**config.mk**
```make
export PLATFORM = sky130hd
export DESIGN_NAME = aes_mixcolumns_seq
export DESIGN_NICKNAME = d
export VERILOG_FILES = /design/src/rtl/aes_mixcolumns_seq.sv
export SDC_FILE = /design/constraint.sdc
export NUM_CORES = 1
export LEC_CHECK = 0
export BUFFER_PORTS_ARGS = -buffer_cell sky130_fd_sc_hd__buf_2
export CAP_MARGIN = 25
export CORE_MARGIN = 4
export CORE_UTILIZATION = 33
export DETAILED_ROUTE_END_ITERATION = 12
export GPL_ROUTABILITY_DRIVEN = 0
export GPL_TIMING_DRIVEN = 0
export PLACE_DENSITY = 0.63
export SETUP_SLACK_MARGIN = 0.05
export SLEW_MARGIN = 15
export SYNTH_ARGS = -nofsm -noshare
export SYNTH_HDL_FRONTEND = slang
export SYNTH_SLANG_ARGS = --single-unit
```
**constraint.sdc**
```tcl
create_clock -name clk -period 3.8 [get_ports clk]
set_clock_uncertainty 0.05 [all_clocks]
set_input_delay 0.38 -clock clk [delete_from_list [all_inputs] [get_ports clk]]
set_output_delay 0.38 -clock clk [all_outputs]
set_load 0.01 [all_outputs]
```
**src/rtl/aes_mixcolumns_seq.sv**
```systemverilog
// Forward AES MixColumns, column-serial with valid/ready handshake on both sides.
// Optional feature: define AES_MIXCOL_BYPASS_EN to add in_bypass (final-round pass-through).
module aes_mixcolumns_seq #(
    parameter int unsigned COLS_PER_CYCLE = 1
) (
    input  logic         clk,
    input  logic         rst_n,
    input  logic         in_valid,
    output logic         in_ready,
    input  logic [127:0] state_in,
`ifdef AES_MIXCOL_BYPASS_EN
    input  logic         in_bypass,
`endif
    output logic         out_valid,
    input  logic         out_ready,
    output logic [127:0] state_out
);

    generate
        if (!(COLS_PER_CYCLE == 1 || COLS_PER_CYCLE == 2 || COLS_PER_CYCLE == 4)) begin : g_bad_cpc
            $error("aes_mixcolumns_seq: COLS_PER_CYCLE must be 1, 2 or 4");
        end
    endgenerate

    // Column groups are aligned, so masking the low index bits selects the active group.
    localparam logic [1:0] STEP     = 2'(COLS_PER_CYCLE);
    localparam logic [1:0] LAST_COL = 2'(4 - COLS_PER_CYCLE);
    localparam logic [1:0] GRP_MASK = ~2'(COLS_PER_CYCLE - 1);

    typedef enum logic [1:0] {IDLE, BUSY, DONE} state_e;

    state_e       state_q, state_d;
    logic [1:0]   col_idx_q, col_idx_d;
    logic [127:0] work_q, work_d;
    logic [127:0] acc_q, acc_d;
    logic [127:0] out_q, out_d;
    logic         out_valid_q, out_valid_d;
    logic         accept;
`ifdef AES_MIXCOL_BYPASS_EN
    logic         bypass_q, bypass_d;
`endif

    function automatic logic [7:0] xtime(input logic [7:0] x);
        return {x[6:0], 1'b0} ^ (8'h1b & {8{x[7]}});
    endfunction

    function automatic logic [31:0] mix_col(input logic [31:0] col);
        logic [7:0] a, b, c, d;
        a = col[31:24];
        b = col[23:16];
        c = col[15:8];
        d = col[7:0];
        return {xtime(a) ^ xtime(b) ^ b ^ c ^ d,
                a ^ xtime(b) ^ xtime(c) ^ c ^ d,
                a ^ b ^ xtime(c) ^ xtime(d) ^ d,
                xtime(a) ^ a ^ b ^ c ^ xtime(d)};
    endfunction

    always_ff @(posedge clk or negedge rst_n) begin
        if (!rst_n) begin
            state_q     <= IDLE;
            col_idx_q   <= '0;
            work_q      <= '0;
            acc_q       <= '0;
            out_q       <= '0;
            out_valid_q <= 1'b0;
`ifdef AES_MIXCOL_BYPASS_EN
            bypass_q    <= 1'b0;
`endif
        end else begin
            state_q     <= state_d;
            col_idx_q   <= col_idx_d;
            work_q      <= work_d;
            acc_q       <= acc_d;
            out_q       <= out_d;
            out_valid_q <= out_valid_d;
`ifdef AES_MIXCOL_BYPASS_EN
            bypass_q    <= bypass_d;
`endif
        end
    end

    always_comb begin
        state_d = state_q;
        unique case (state_q)
            IDLE:    if (accept) state_d = BUSY;
            BUSY:    if (col_idx_q == LAST_COL) state_d = DONE;
            DONE:    if (out_ready) state_d = accept ? BUSY : IDLE;
            default: state_d = IDLE;
        endcase
    end

    always_comb begin
        in_ready    = (state_q == IDLE) || (state_q == DONE && out_ready);
        accept      = in_valid && in_ready;
        work_d      = work_q;
        col_idx_d   = col_idx_q;
        acc_d       = acc_q;
        out_d       = out_q;
`ifdef AES_MIXCOL_BYPASS_EN
        bypass_d    = bypass_q;
`endif
        if (accept) begin
            work_d    = state_in;
            col_idx_d = '0;
`ifdef AES_MIXCOL_BYPASS_EN
            bypass_d  = in_bypass;
`endif
        end
        if (state_q == BUSY) begin
            for (int unsigned c = 0; c < 4; c++) begin
                if ((2'(c) & GRP_MASK) == col_idx_q) begin
`ifdef AES_MIXCOL_BYPASS_EN
                    acc_d[127-32*c -: 32] = bypass_q ? work_q[127-32*c -: 32]
                                                     : mix_col(work_q[127-32*c -: 32]);
`else
                    acc_d[127-32*c -: 32] = mix_col(work_q[127-32*c -: 32]);
`endif
                end
            end
            col_idx_d = col_idx_q + STEP;
            if (col_idx_q == LAST_COL) out_d = acc_d;
        end
        out_valid_d = (state_d == DONE);
        out_valid   = out_valid_q;
        state_out   = out_q;
    end

endmodule
```
After elaboration in Yosys (flattened, before gate mapping)
Index checks and enable logic that the tools add are counted.

Bits in registers: 389. Latch bits: 0. Memory bits (writable): 0. ROM bits: 0. Output and inout bits: 130. Logic and storage cells: 112. Memories: 0.

Add/sub/neg operators: 1. Multiply operators: 0. Div/mod/pow operators: 0. Magnitude comparators: 0. Equal/unequal tests: 7. Shifts and indexed selects: 0. Muxes and demuxes: 11. Bitwise gates (word level): 80. Reduce and logical (&&, ||, !) cells: 7.

Operators by type and width (count): XOR 8 bit (64); 2-to-1 mux 32 bit (4); XOR 8 x 5 -> 8 bit (16); 2-to-1 mux 2 bit (5); equality test 2 bit, second input constant (3); case mux 2 bit (3 select lines) (1); equality test 2 bit, first input constant (2); zero test 2 bit (2); adder 2 x 1 -> 2 bit, second input constant (1); equality test 1 x 2 -> 1 bit, first input constant (1); equality test 2 x 1 -> 1 bit, second input constant (1); logical AND 1 bit (2); AND reduction 2 bit (1); nonzero test 2 bit (1); logical OR 1 bit (1); 2-to-1 mux 1 bit (1).

Depth between registers and ports, before layout
Depth after elaboration: 8. Mapped depth: 7.

Worst setup path before layout
OpenSTA, ideal clock, no wires.

Path kind: register to register. Start point: register state_q[1]. End point: register work_q[40]. Arrival: 1497 ps. Data required time: 3625 ps. Path slack: 2128 ps. Cell stages (with the launch flop): 6. Path buffers: 2. Period minus slack after synthesis: 1672 ps. Cell sequence: dfrtp_1 -> nor2b_1 -> nor3b_2 -> buf_2 -> buf_4 -> mux2_2.

Longest elaborated chain between the ends: 4. Elaborated cells between the ends (all ways): 5.

RTL lines: start, declared (line 32) `state_e state_q, state_d;`; start signal, assigned (line 71) `state_q <= state_d;`; equality test 2 bit (line 94) `in_ready = (state_q == IDLE) || (state_q == DONE && out_ready);`; logical AND 1 bit (line 94); logical OR 1 bit * (line 94); logical AND 1 bit * (line 95) `accept = in_valid && in_ready;`; end signal, assigned (line 73) `work_q <= work_d;`; end, declared (line 34) `logic [127:0] work_q, work_d;`.

Every way passes the cells marked *; elsewhere a longest branch is shown, timed or not. A chain may end at the register's enable or synchronous reset.

Final worst setup path
Start point: register col_idx_q[0]. End point: register out_q[115], in the netlist state_out[115].

Longest elaborated chain between the ends: 2. Elaborated cells between the ends (all ways): 4.

RTL lines: start, declared (line 33) `logic [1:0] col_idx_q, col_idx_d;`; start signal, assigned (line 72) `col_idx_q <= col_idx_d;`; equality test 2 bit or zero test 2 bit (tied branches) (line 122, 112); AND reduction 2 bit (no source line) or 2-to-1 mux 32 bit (tied branches); end signal, assigned (line 75) `out_q <= out_d;`; end, declared (line 36) `logic [127:0] out_q, out_d;`.

Several ways; a longest one is shown, not always the timed one.

==> flow_summary.yaml <==
outcome:
  outcome: "finished clean"
cts:
  clock_sinks: 357
  cts_tree: "yes"
  clk_pin_slew_ps: 60
  numCtsBuffers: 43
  clk_latency_ps: 570
  cts_root_buf: "clkbuf_16"
  postCtsSetupBuffers: 0
  clock_path_buffers: 3
  htreeDepth: 2
routing:
  wirelength_microns: 55500
  viasPerCell: 4.89
  route.detailed.drc: 0
  drt-pass1-iter-count: 5
  drtIter0Drc: 902
  num_vias: 13100
  ant_nets: 0
  wl_per_cell_microns: 20.7
sta:
  hold_viol_final: 0
  relSlewSlack_pct: 47.4
  tns_ps: 0
  rsz0062_at_grt: "false"
  min_period_ps: 2660
  timing.hold.ws_ps: 37.4
  finalSetupViolations: 0
  worst_slack_ps: 1140
  fmax_mhz: 375
  maxSlewViolCount: 0
  tightestPinTransition_ps: 788
  timing.final.crit_share_pct: 70.1
final_layout:
  syn2layout_area_growth_pct: 26.4
  nNetsFinal: 2027
  drive_gt1_share_pct: 27.2
  nFillCells: 5238
  fin_util_pct: 42.4
  final_cells: 2681
power:
  combPwrFrac_pct: 60.4
  p_int_mw: 17.7
  pwr-share-clk_pct: 14.5
  p_sw_mw: 11.5
  cellPowerDensity_nw_per_um2: 1210
  p_seq_share_pct: 25.1
  leakagePower_nw: 11.7
  netSwitchingFraction_pct: 39.2
  ir_worst_vdd_mv: 0.624
place:
  dp_cells: 2480
  pre_cts_slack_ps: 1160
  hpwl_microns: 40400
  io_buffers: 261
worst_setup_path:
  cp.required_ps: 4210
  start_kind: "flip-flop"
  critPathKind: "reg2reg"
  cp-end-kind: "flip-flop"
  critPathMaxFanout: 10
  arrival_ps: 3080
yosys:
  yosysUniqueCellTypes: 30
  ys_seq_area_share_pct: 46.8
  netlist_instances: 1460
  synth_nets: 1596
  synthesis.area_sq_um: 19100
  syn_area_per_cell_sq_um: 13.1
  yosysWarnings: 0
  ys_ff_latch: 357
floorplanning:
  die_x_microns: 248
  die_h_microns: 248
  initial_core_util_pct: 33.6
  coreArea_sq_um: 56800
  die_area_sq_um: 61700
  rows: 87
  ios: 262
global_routing:
  antenna_found_initial: 3
  grt_overflow: 0
  grt_max_degree: 106
  grt_pass1_wl_microns: 87000
  grt_pass1_vias: 14200
  grtUsageTotal_pct: 17.9
min_path:
  hold_class: "in2reg"
flow_run:
  drv_cap: 0
-- metal layers --
metal	vias up	part of all wire, %	global-route usage (%)
met5	-	0.047	0
met4	4	2.7	5.34
met3	88	7.9	5.44
met2	433	45	28.1
met1	6620	44	24.3
li1	5962	-	-
-- stage by stage --
step	power, mW	cell area [sq um]
6_report	29.2	24100
5_1_grt	30.9	24100
4_1_cts	29.3	24100
3_5_place_dp	24.8	21400
3_3_place_gp	24.4	21300
2_1_floorplan	19.9	19100
-- Yosys cell counts --
| cell type | instances | area [sq um] |
|---|---|---|
| dfrtp_1 | 357 | 8930 |
| nand2_1 | 229 | 860 |
| xnor3_1 | 136 | 3060 |
| mux2_2 | 125 | 1410 |
| o21ai_0 | 123 | 616 |
| nand3b_1 | 100 | 751 |
| o211ai_1 | 93 | 698 |
| xor2_1 | 76 | 666 |
| clkbuf_1 | 52 | 195 |
| xnor2_1 | 34 | 298 |
| xor3_1 | 34 | 808 |
| buf_2 | 33 | 165 |
| buf_4 | 14 | 105 |
| xor2_2 | 11 | 179 |
| buf_1 | 10 | 37.5 |
| o21ai_1 | 8 | 40.0 |
| ha_1 | 4 | 50.1 |
| inv_1 | 3 | 11.3 |
| mux2_1 | 3 | 33.8 |
| nand2b_1 | 3 | 18.8 |
| o211ai_2 | 3 | 37.5 |
| and3b_1 | 1 | 8.76 |
| nor2_1 | 1 | 3.75 |
| nor2b_1 | 1 | 6.26 |
| nor3b_2 | 1 | 12.5 |
| o21bai_1 | 1 | 7.51 |
| o22ai_1 | 1 | 6.26 |
| xnor2_2 | 1 | 16.3 |
| xnor3_2 | 1 | 23.8 |
| xor3_2 | 1 | 25.0 |
-- critical path: stages (launching register included) --
cell	delay, ps
dfrtp_1	410
ha_1	240
nand3b_1	440
clkbuf_1	660
clkbuf_1	500
nand2_1	130
o211ai_1	130
-- placed cells by master (no fill, tap or decap), types with 3 or more instances in the layout --
cell,Yosys,layout
o21ai_0,123,123
nand2b_1,3,3
dfrtp_1,357,357
buf_2,33,293
dlygate4sd3_1,0,122
xor2_1,76,76
o211ai_2,3,3
clkbuf_1,52,61
xor3_1,34,34
buf_4,14,14
buf_16,0,3
ha_1,4,4
xor2_2,11,11
mux2_1,3,3
inv_1,3,3
xnor3_1,136,136
xnor2_1,34,34
nand2_1,229,229
buf_1,10,10
nand3b_1,100,100
mux2_2,125,125
bufinv_16,0,3
clkbuf_16,0,44
clkbuf_8,0,13
o21ai_1,8,8
clkinv_2,0,6
o211ai_1,93,93
-- cell type report --
| class | count | area [sq um] | area share (%) |
|---|---|---|---|
| antenna | 1 | 2.50 | 0.0104 |
| buffer | 109 | 503 | 2.09 |
| clock buffer | 66 | 1310 | 5.45 |
| clock inverter | 12 | 154 | 0.638 |
| inverter | 3 | 11.3 | 0.0467 |
| multi-input combinational | 991 | 9640 | 39.9 |
| sequential | 357 | 8930 | 37.0 |
| tap | 756 | 946 | 3.92 |
| timing repair buffer | 386 | 2620 | 10.9 |
-- repair_timing --
action                                 4_1_cts  5_1_grt
hold buffers                               121        1
endpoints found under the hold margin      172        1
resized for setup                            0        0
-- cell families (layout without fill, tap and decap cells) --
| kind of cell | count (synthesis) | count (layout) | share of synthesized area, % |
|---|---|---|---|
| AO/OA/AOI/OAI | 229 | 229 | 7.36 |
| flip-flops | 357 | 357 | 46.8 |
| XOR/XNOR | 294 | 294 | 26.6 |
| multiplexers | 128 | 128 | 7.55 |
| AND/OR/NAND/NOR | 336 | 336 | 8.70 |
| other | 0 | 1 | 0 |
| adder cells (fa/ha/maj) | 4 | 4 | 0.262 |
| buffers and inverters | 112 | 576 | 2.69 |
-- path summary, 6_finish.rpt --
| path | startpoint | to | slack (ps) | cells after the start |
|---|---|---|---|---|
| max | col_idx_q[0]$_DFFE_PN0P_ | state_out[115]$_DFFE_PN0P_ | 1140 | 6 |
| min | state_in[110] | work_q[110]$_DFFE_PN0P_ | 40 | 2 |
| max reg2reg | col_idx_q[0]$_DFFE_PN0P_ | state_out[115]$_DFFE_PN0P_ | 1140 | 6 |
| min reg2reg | acc_q[42]$_DFFE_PN0N_ | acc_q[42]$_DFFE_PN0N_ | 430 | 2 |
| max in group asynchronous | rst_n | work_q[87]$_DFFE_PN0P_ | 2040 | 4 |
| min in group asynchronous | rst_n | work_q[43]$_DFFE_PN0P_ | 270 | 2 |
-- power groups by stage --
stage               combinational [mW]  clock, mW  sequential (mW)
floorplan                         12.8          0             7.07
CTS                               17.6       4.37             7.32
global placement                  17.1          0             7.30
global route                      18.8       4.53             7.56
finish                            17.6       4.23             7.33
detailed placement                17.4          0             7.36
-- flip-flops by register name (all words and copies together) (netlist names) --
register   cells
acc_q         96
state_out    128
state_q        2
col_idx_q      2
work_q       128
out_valid      1
Power figures use the tool's default switching activity.
